`config.mk`:
```
export PLATFORM = sky130hd
export DESIGN_NAME = integrator_cascade
export DESIGN_NICKNAME = d
export VERILOG_FILES = /design/src/rtl/integrator_pkg.sv /design/src/rtl/integrator_stage.sv /design/src/rtl/integrator_cascade.sv
export SDC_FILE = /design/constraint.sdc
export NUM_CORES = 1
export LEC_CHECK = 0
export CAP_MARGIN = 20
export CORE_MARGIN = 4
export CORE_UTILIZATION = 50
export CTS_CLUSTER_SIZE = 28
export DETAILED_ROUTE_END_ITERATION = 8
export HOLD_SLACK_MARGIN = 0.06
export MAX_ROUTING_LAYER = met4
export PLACE_DENSITY = 0.76
export SLEW_MARGIN = 15
export SYNTH_ARGS = -nofsm -noshare
export SYNTH_HDL_FRONTEND = slang
export SYNTH_HIERARCHICAL = 1
export SYNTH_SLANG_ARGS = --single-unit
```
`constraint.sdc`:
```
create_clock -name MCLK_I -period 2.65 [get_ports MCLK_I]
set_input_delay 0.6625 -clock MCLK_I [delete_from_list [all_inputs] [get_ports MCLK_I]]
set_output_delay 0.6625 -clock MCLK_I [all_outputs]
set_load 0.05 [all_outputs]
```
`src/rtl/integrator_pkg.sv`:
```
// -----------------------------------------------------------------------------
// integrator_pkg
// Shared definitions for the integrator_cascade block:
//   - encodings of the FORM parameter (forward / backward integrator)
//   - encodings of the SAT_EN parameter (wrap / clamp on range violation)
//   - per-stage range flag record
//   - helpers giving the signed limits of an accumulator of a given width
// No ports: package only.
// -----------------------------------------------------------------------------
package integrator_pkg;

  // Integrator form: forward uses the previous sample, backward the current one.
  localparam int FORM_FORWARD  = 0;
  localparam int FORM_BACKWARD = 1;

  // Range handling: keep the low bits (two's-complement wrap) or clamp.
  localparam int SAT_WRAP  = 0;
  localparam int SAT_CLAMP = 1;

  // Range violation seen by one stage for the current sample.
  typedef struct packed {
    logic ovf;
    logic unf;
  } range_flags_t;

  // Largest value of a signed field of the given width (width 2..31).
  function automatic int acc_max_f(input int width);
    return (32'sd1 <<< (width - 32'sd1)) - 32'sd1;
  endfunction

  // Most negative value of a signed field of the given width (width 2..31).
  function automatic int acc_min_f(input int width);
    return -(32'sd1 <<< (width - 32'sd1));
  endfunction

endpackage

```
`src/rtl/integrator_stage.sv`:
```
// -----------------------------------------------------------------------------
// integrator_stage
// Combinational datapath of one integrator stage: adds the stage input to the
// stage accumulator at one extra bit of precision, detects overflow/underflow
// against the accumulator limits and produces either the wrapped or the
// clamped result. The accumulator register itself lives in the parent.
// Ports:
//   acc    - current accumulator value of this stage
//   addend - value to integrate this sample (sample or previous stage)
//   sum    - next accumulator value after wrap/clamp
//   flags  - overflow / underflow of the unclamped sum
// -----------------------------------------------------------------------------
module integrator_stage
  import integrator_pkg::*;
#(
  parameter int ACC_BIT_WIDTH = 5,
  parameter int SAT_EN        = 0
) (
  input  logic signed [ACC_BIT_WIDTH-1:0] acc,
  input  logic signed [ACC_BIT_WIDTH-1:0] addend,
  output logic signed [ACC_BIT_WIDTH-1:0] sum,
  output range_flags_t                    flags
);

  localparam int SUM_W = ACC_BIT_WIDTH + 1;
  localparam logic signed [SUM_W-1:0] ACC_MAX = SUM_W'(acc_max_f(ACC_BIT_WIDTH));
  localparam logic signed [SUM_W-1:0] ACC_MIN = SUM_W'(acc_min_f(ACC_BIT_WIDTH));

  logic signed [SUM_W-1:0] wide_s;

  // Full-precision sum: one guard bit so that no addition can itself overflow.
  always_comb begin
    wide_s = SUM_W'(acc) + SUM_W'(addend);
  end

  // Range detection and wrap/clamp selection of the stage result.
  always_comb begin
    flags.ovf = (wide_s > ACC_MAX);
    flags.unf = (wide_s < ACC_MIN);
    if ((SAT_EN == SAT_CLAMP) && flags.ovf) begin
      sum = ACC_MAX[ACC_BIT_WIDTH-1:0];
    end else if ((SAT_EN == SAT_CLAMP) && flags.unf) begin
      sum = ACC_MIN[ACC_BIT_WIDTH-1:0];
    end else begin
      // Dropping the guard bit is exactly two's-complement wrap.
      sum = wide_s[ACC_BIT_WIDTH-1:0];
    end
  end

endmodule

```
`src/rtl/integrator_cascade.sv`:
```
// -----------------------------------------------------------------------------
// integrator_cascade
// Cascade of STAGES integrators clocked by MCLK_I and advanced once per rising
// edge of the slower, synchronous sample clock CLK_I. Each stage is either a
// forward (y[n]=y[n-1]+x[n-1]) or backward (y[n]=y[n-1]+x[n]) integrator, with
// two's-complement wrap or saturation on range violation.
// Ports:
//   MCLK_I  - master clock, all logic on its rising edge
//   RST_I   - synchronous active-high reset
//   CLK_I   - sample clock (at most MCLK_I/2)
//   DATA_I  - signed input sample
//   CLR_I   - synchronous clear of integrator state and outputs
//   CLK_O   - CLK_I delayed one MCLK_I, aligned with DATA_O
//   DATA_O  - last-stage accumulator, updated once per sample
//   VALID_O - one-MCLK_I pulse when DATA_O updates
//   OFDET_O - some stage overflowed on the current output sample
//   UFDET_O - some stage underflowed on the current output sample
// -----------------------------------------------------------------------------
module integrator_cascade
  import integrator_pkg::*;
#(
  parameter int DATA_BIT_WIDTH = 5,
  parameter int ACC_BIT_WIDTH  = 5,
  parameter int STAGES         = 1,
  parameter int FORM           = 0,
  parameter int SAT_EN         = 0
) (
  input  logic                             MCLK_I,
  input  logic                             RST_I,
  input  logic                             CLK_I,
  input  logic signed [DATA_BIT_WIDTH-1:0] DATA_I,
  input  logic                             CLR_I,
  output logic                             CLK_O,
  output logic signed [ACC_BIT_WIDTH-1:0]  DATA_O,
  output logic                             VALID_O,
  output logic                             OFDET_O,
  output logic                             UFDET_O
);

  logic                            clk_d_r;
  logic                            arm_r;
  logic                            strobe_s;
  logic signed [ACC_BIT_WIDTH-1:0] stage0_in_s;
  logic signed [ACC_BIT_WIDTH-1:0] last_sum_s;
  logic [STAGES-1:0]               ovf_vec_s;
  logic [STAGES-1:0]               unf_vec_s;
  logic                            ovf_any_s;
  logic                            unf_any_s;

  // Sample-clock history. arm_r stays low until CLK_I has been seen low after
  // reset, so a CLK_I already high when reset releases does not count as an edge.
  always_ff @(posedge MCLK_I) begin
    if (RST_I) begin
      clk_d_r <= 1'b0;
      arm_r   <= 1'b0;
    end else begin
      clk_d_r <= CLK_I;
      arm_r   <= arm_r | ~CLK_I;
    end
  end

  // One-MCLK_I strobe in the cycle following each qualified CLK_I rise.
  always_comb begin
    strobe_s = CLK_I & ~clk_d_r & arm_r;
  end

  // First-stage input: the current sample (backward) or the sample captured
  // on the previous strobe (forward).
  generate
    if (FORM == FORM_BACKWARD) begin : g_in_bwd
      always_comb begin
        stage0_in_s = ACC_BIT_WIDTH'(DATA_I);
      end
    end else begin : g_in_fwd
      logic signed [DATA_BIT_WIDTH-1:0] din_r;

      // Previous sample register, cleared together with the integrator state.
      always_ff @(posedge MCLK_I) begin
        if (RST_I) begin
          din_r <= {DATA_BIT_WIDTH{1'b0}};
        end else if (CLR_I) begin
          din_r <= {DATA_BIT_WIDTH{1'b0}};
        end else if (strobe_s) begin
          din_r <= DATA_I;
        end else begin
          din_r <= din_r;
        end
      end

      // Sign-extend the delayed sample to accumulator width.
      always_comb begin
        stage0_in_s = ACC_BIT_WIDTH'(din_r);
      end
    end
  endgenerate

  // Integrator chain. Backward stages take the freshly computed result of the
  // previous stage (same strobe); forward stages take its registered value,
  // which adds one sample of delay per stage.
  for (genvar k = 0; k < STAGES; k++) begin : g_stage
    logic signed [ACC_BIT_WIDTH-1:0] acc_r;
    logic signed [ACC_BIT_WIDTH-1:0] addend_s;
    logic signed [ACC_BIT_WIDTH-1:0] sum_s;
    range_flags_t                    flags_s;

    if (k == 0) begin : g_src_in
      assign addend_s = stage0_in_s;
    end else if (FORM == FORM_BACKWARD) begin : g_src_new
      assign addend_s = g_stage[k-1].sum_s;
    end else begin : g_src_old
      assign addend_s = g_stage[k-1].acc_r;
    end

    integrator_stage #(
      .ACC_BIT_WIDTH (ACC_BIT_WIDTH),
      .SAT_EN        (SAT_EN)
    ) u_stage (
      .acc    (acc_r),
      .addend (addend_s),
      .sum    (sum_s),
      .flags  (flags_s)
    );

    // Stage accumulator: zeroed by reset or clear, advanced only on a strobe.
    always_ff @(posedge MCLK_I) begin
      if (RST_I) begin
        acc_r <= {ACC_BIT_WIDTH{1'b0}};
      end else if (CLR_I) begin
        acc_r <= {ACC_BIT_WIDTH{1'b0}};
      end else if (strobe_s) begin
        acc_r <= sum_s;
      end else begin
        acc_r <= acc_r;
      end
    end

    assign ovf_vec_s[k] = flags_s.ovf;
    assign unf_vec_s[k] = flags_s.unf;

    if (k == STAGES - 1) begin : g_last
      assign last_sum_s = sum_s;
    end
  end

  // Range flags of any stage for the sample being produced.
  always_comb begin
    ovf_any_s = |ovf_vec_s;
    unf_any_s = |unf_vec_s;
  end

  // Output registers: loaded on a strobe, held otherwise. A clear zeroes them
  // and suppresses the VALID_O pulse even when it coincides with a strobe.
  always_ff @(posedge MCLK_I) begin
    if (RST_I) begin
      DATA_O  <= {ACC_BIT_WIDTH{1'b0}};
      VALID_O <= 1'b0;
      OFDET_O <= 1'b0;
      UFDET_O <= 1'b0;
    end else if (CLR_I) begin
      DATA_O  <= {ACC_BIT_WIDTH{1'b0}};
      VALID_O <= 1'b0;
      OFDET_O <= 1'b0;
      UFDET_O <= 1'b0;
    end else if (strobe_s) begin
      DATA_O  <= last_sum_s;
      VALID_O <= 1'b1;
      OFDET_O <= ovf_any_s;
      UFDET_O <= unf_any_s;
    end else begin
      DATA_O  <= DATA_O;
      VALID_O <= 1'b0;
      OFDET_O <= OFDET_O;
      UFDET_O <= UFDET_O;
    end
  end

  // The delayed sample clock rises in the same cycle as VALID_O.
  assign CLK_O = clk_d_r;

endmodule

```
==> key figures <==
Setup path
  • Worst path required time: 1990 ps
  • Critical path type: reg2out
  • Startpoint Class: flip-flop
  • CP Buf/Inv Count: 1
  • CP peak stage delay: 820 ps
  • Worst Setup End Kind: primary output
  • Worst path cell trace: clkdlybuf4s50_1
  • Worst-path maximum fanout: 4
  • Crit path max-delay family: buffers and inverters
  • Critical-path top delay cell: clkdlybuf4s50_1
  • Critical Path AT: 1480 ps

Global route
  • Number of global-route vias before repair: 709
  • GRT overflow: 0
  • Pin count of the biggest net entering global routing: 28
  • Initial antenna violation count: 0
  • Met1 GRT Util: 17.0%
  • GRT Total Usage: 15.3%
  • Met2 Resource Use GR: 26.3%
  • First-pass GRT wire length: 2980 µm
  • Global route hottest layer: met2
  • M3 GR Usage: 3.44%

Power and ir drop
  • Cell Pwr Density: 359 nW/µm²
  • Maximum vdd drop: 0.281 mV
  • Total leakage power: 0.000458 µW

Clocking
  • Later-pin clock latency in the skew report: 280 ps
  • Cts hold-fix bufs: 0
  • # Post-CTS Setup Buffers: 0
  • H-tree Lvls: 1
  • Sink Count: 15
  • Root Buffer: clkbuf_4
  • Gates resized, CTS repair: 0
  • CTS Buffer Depth: 2
  • CTS tree: built
  • Cts bufs inserted: 3
  • Reg clk slew, reported paths: 90 ps

Placed design
  • DP Worst Slack: 565 ps
  • PortBufs: 17
  • DP HPWL: 1220 µm
  • GPL Wtd Cong: 0.751

Final layout
  • Reg area: 300 µm²
  • Most common cell after layout, fill and taps aside: nor3b_1
  • Area occupied by multi-input gates: 572 µm²
  • FILL cells: 155
  • Fin util: 65.1%
  • Layout overhead on the synthesized area: 20.6%
  • Diode count: 0
  • Commonest cells after routing, fill and taps aside: 25 x nor3b_1, 17 x clkdlybuf4s50_1, 15 x dfxtp_1, 9 x mux2_4
  • Nets: 123
  • Share of cells above drive strength 1: 19.6%

Floorplanning
  • # rows: 15
  • Starting Density: 54.0%
  • I/O pin total: 18
  • Die ar.: 2670 µm²
  • Die height: 51.6 µm
  • Chip Width: 51.6 µm
  • CORE AREA: 1760 µm²

Yosys
  • Synth Warn #: 6
  • Main combinational cell family by area after synthesis: simple AND/OR/NAND/NOR gates
  • Cell variety after synth: 24
  • Syn Nets: 105
  • Mean post-synth cell area: 10.6 µm²
  • Simple-Gate Fraction of Synth Area: 25.0%
  • Synthesized area: 952 µm²
  • Synth Area in Compound Gates: 5.12%
  • Synthesized instance count: 90
  • Register area share after synthesis: 31.5%
  • Synth top area share: 31.5%
  • Count of state elements after synthesis: 15
  • Synth area leader: dfxtp_1
  • Portion of netlist area occupied by mux cells: 17.7%
  • Post-Synth Adder-Cell Area: 8.67%
  • Post-synthesis xor/xnor area fraction: 3.55%
  • Top post-synthesis cells by area: dfxtp_1 32%, nor3b_1 20%, mux2_4 14%

Timing
  • Max Clk Rate: 466 MHz
  • Period Utilization, post-route: 80.9%
  • Final hold viol count: 0
  • Setup Skew: 3.33 ps
  • # setup viols final: 0
  • Fin. max-slew vios: 0
  • PnR worst setup slack: 506 ps
  • Max-slew headroom: 66.6%
  • Crit path time final: 2140 ps
  • TNS Setup: 0 ps
  • Unrepaired setup endpoints after global routing: false
  • Transition time at the pin with the least slew margin: 499 ps

Routing
  • Total Wirelength: 1650 µm
  • Drt wl/cell: 12.5 µm
  • Post-DRT Antenna Nets: 0
  • Router iterations before antenna repair: 4
  • Remaining routing DRC violations: 0
  • Number of vias per cell: 5.17
  • Routed vias: 682
  • 1st-iter DRT viols: 4

Run
  • Max-cap violations: 0

Hold path
  • Hold Path Class: reg2reg

Outcome
  • Status: finished clean
-- worst paths after layout --
check,from,cells after the start,endpoint,slack (ps)
setup reg to reg,DATA_O[0]$_SDFFE_PP0P_,9,UFDET_O$_SDFFE_PP0P_,560
hold / removal,arm_r$_SDFF_PP0_,2,arm_r$_SDFF_PP0_,450
hold reg to reg,arm_r$_SDFF_PP0_,2,arm_r$_SDFF_PP0_,450
setup / recovery,DATA_O[1]$_SDFFE_PP0P_,1,DATA_O[1],510
-- registers in the layout, indices dropped and copies added (netlist names) --
| register | cells |
|---|---|
| UFDET_O | 1 |
| OFDET_O | 1 |
| g_in_fwd.din_r | 5 |
| CLK_O | 1 |
| arm_r | 1 |
| VALID_O | 1 |
| DATA_O | 5 |
-- power by group --
group	internal (µW)	total, µW	switching [µW]
Clock	58.3	129	70.8
Sequential	229	230	1.56
Combinational	26.6	52.6	26.0
-- Yosys cell counts (all sizes together) --
cell and number:
a211o 1, a21o 1, a21oi 3, a31oi 1, and2 1, and2b 1
and3b 1, buf 8, dfxtp 15, fa 1, ha 5, inv 5
mux2 12, nand2b 1, nor2 4, nor2b 1, nor3b 25, o211ai 1
xnor2 2, xor2 1
-- cell families after synthesis --
group / Yosys count
muxes: 12
and+or+nand+nor: 34
xor gates and xnor gates: 3
DFF: 15
buffers and inverters: 13
adders and majority gates: 6
AOI/OAI and AO/OA: 7
-- through the flow --
stage / instances / hold slack, ps / total power (µW) / area (µm²)
after floorplan: 90 / 421 / 273 / 952
after global placement: 128 / 433 / 288 / 1120
after detailed placement: 128 / 436 / 289 / 1120
after CTS: 132 / 450 / 420 / 1150
after global routing: 132 / 459 / 435 / 1150
final: 132 / 446 / 412 / 1150
-- area by class of cell --
cell class                 instances  area share [%]
tap                               25            2.72
inverter                           5            1.63
timing repair buffer              21            17.4
multi-input combinational         62            49.8
sequential                        15            26.1
clock buffer                       4            2.29
-- metal layers --
metal / part of all wire (%) / wire length [µm]
met4: 1.4 / 23
met3: 3.0 / 50
met2: 48 / 787
met5: 0 / 0
met1: 48 / 792
(Power assumes the default switching activity.)
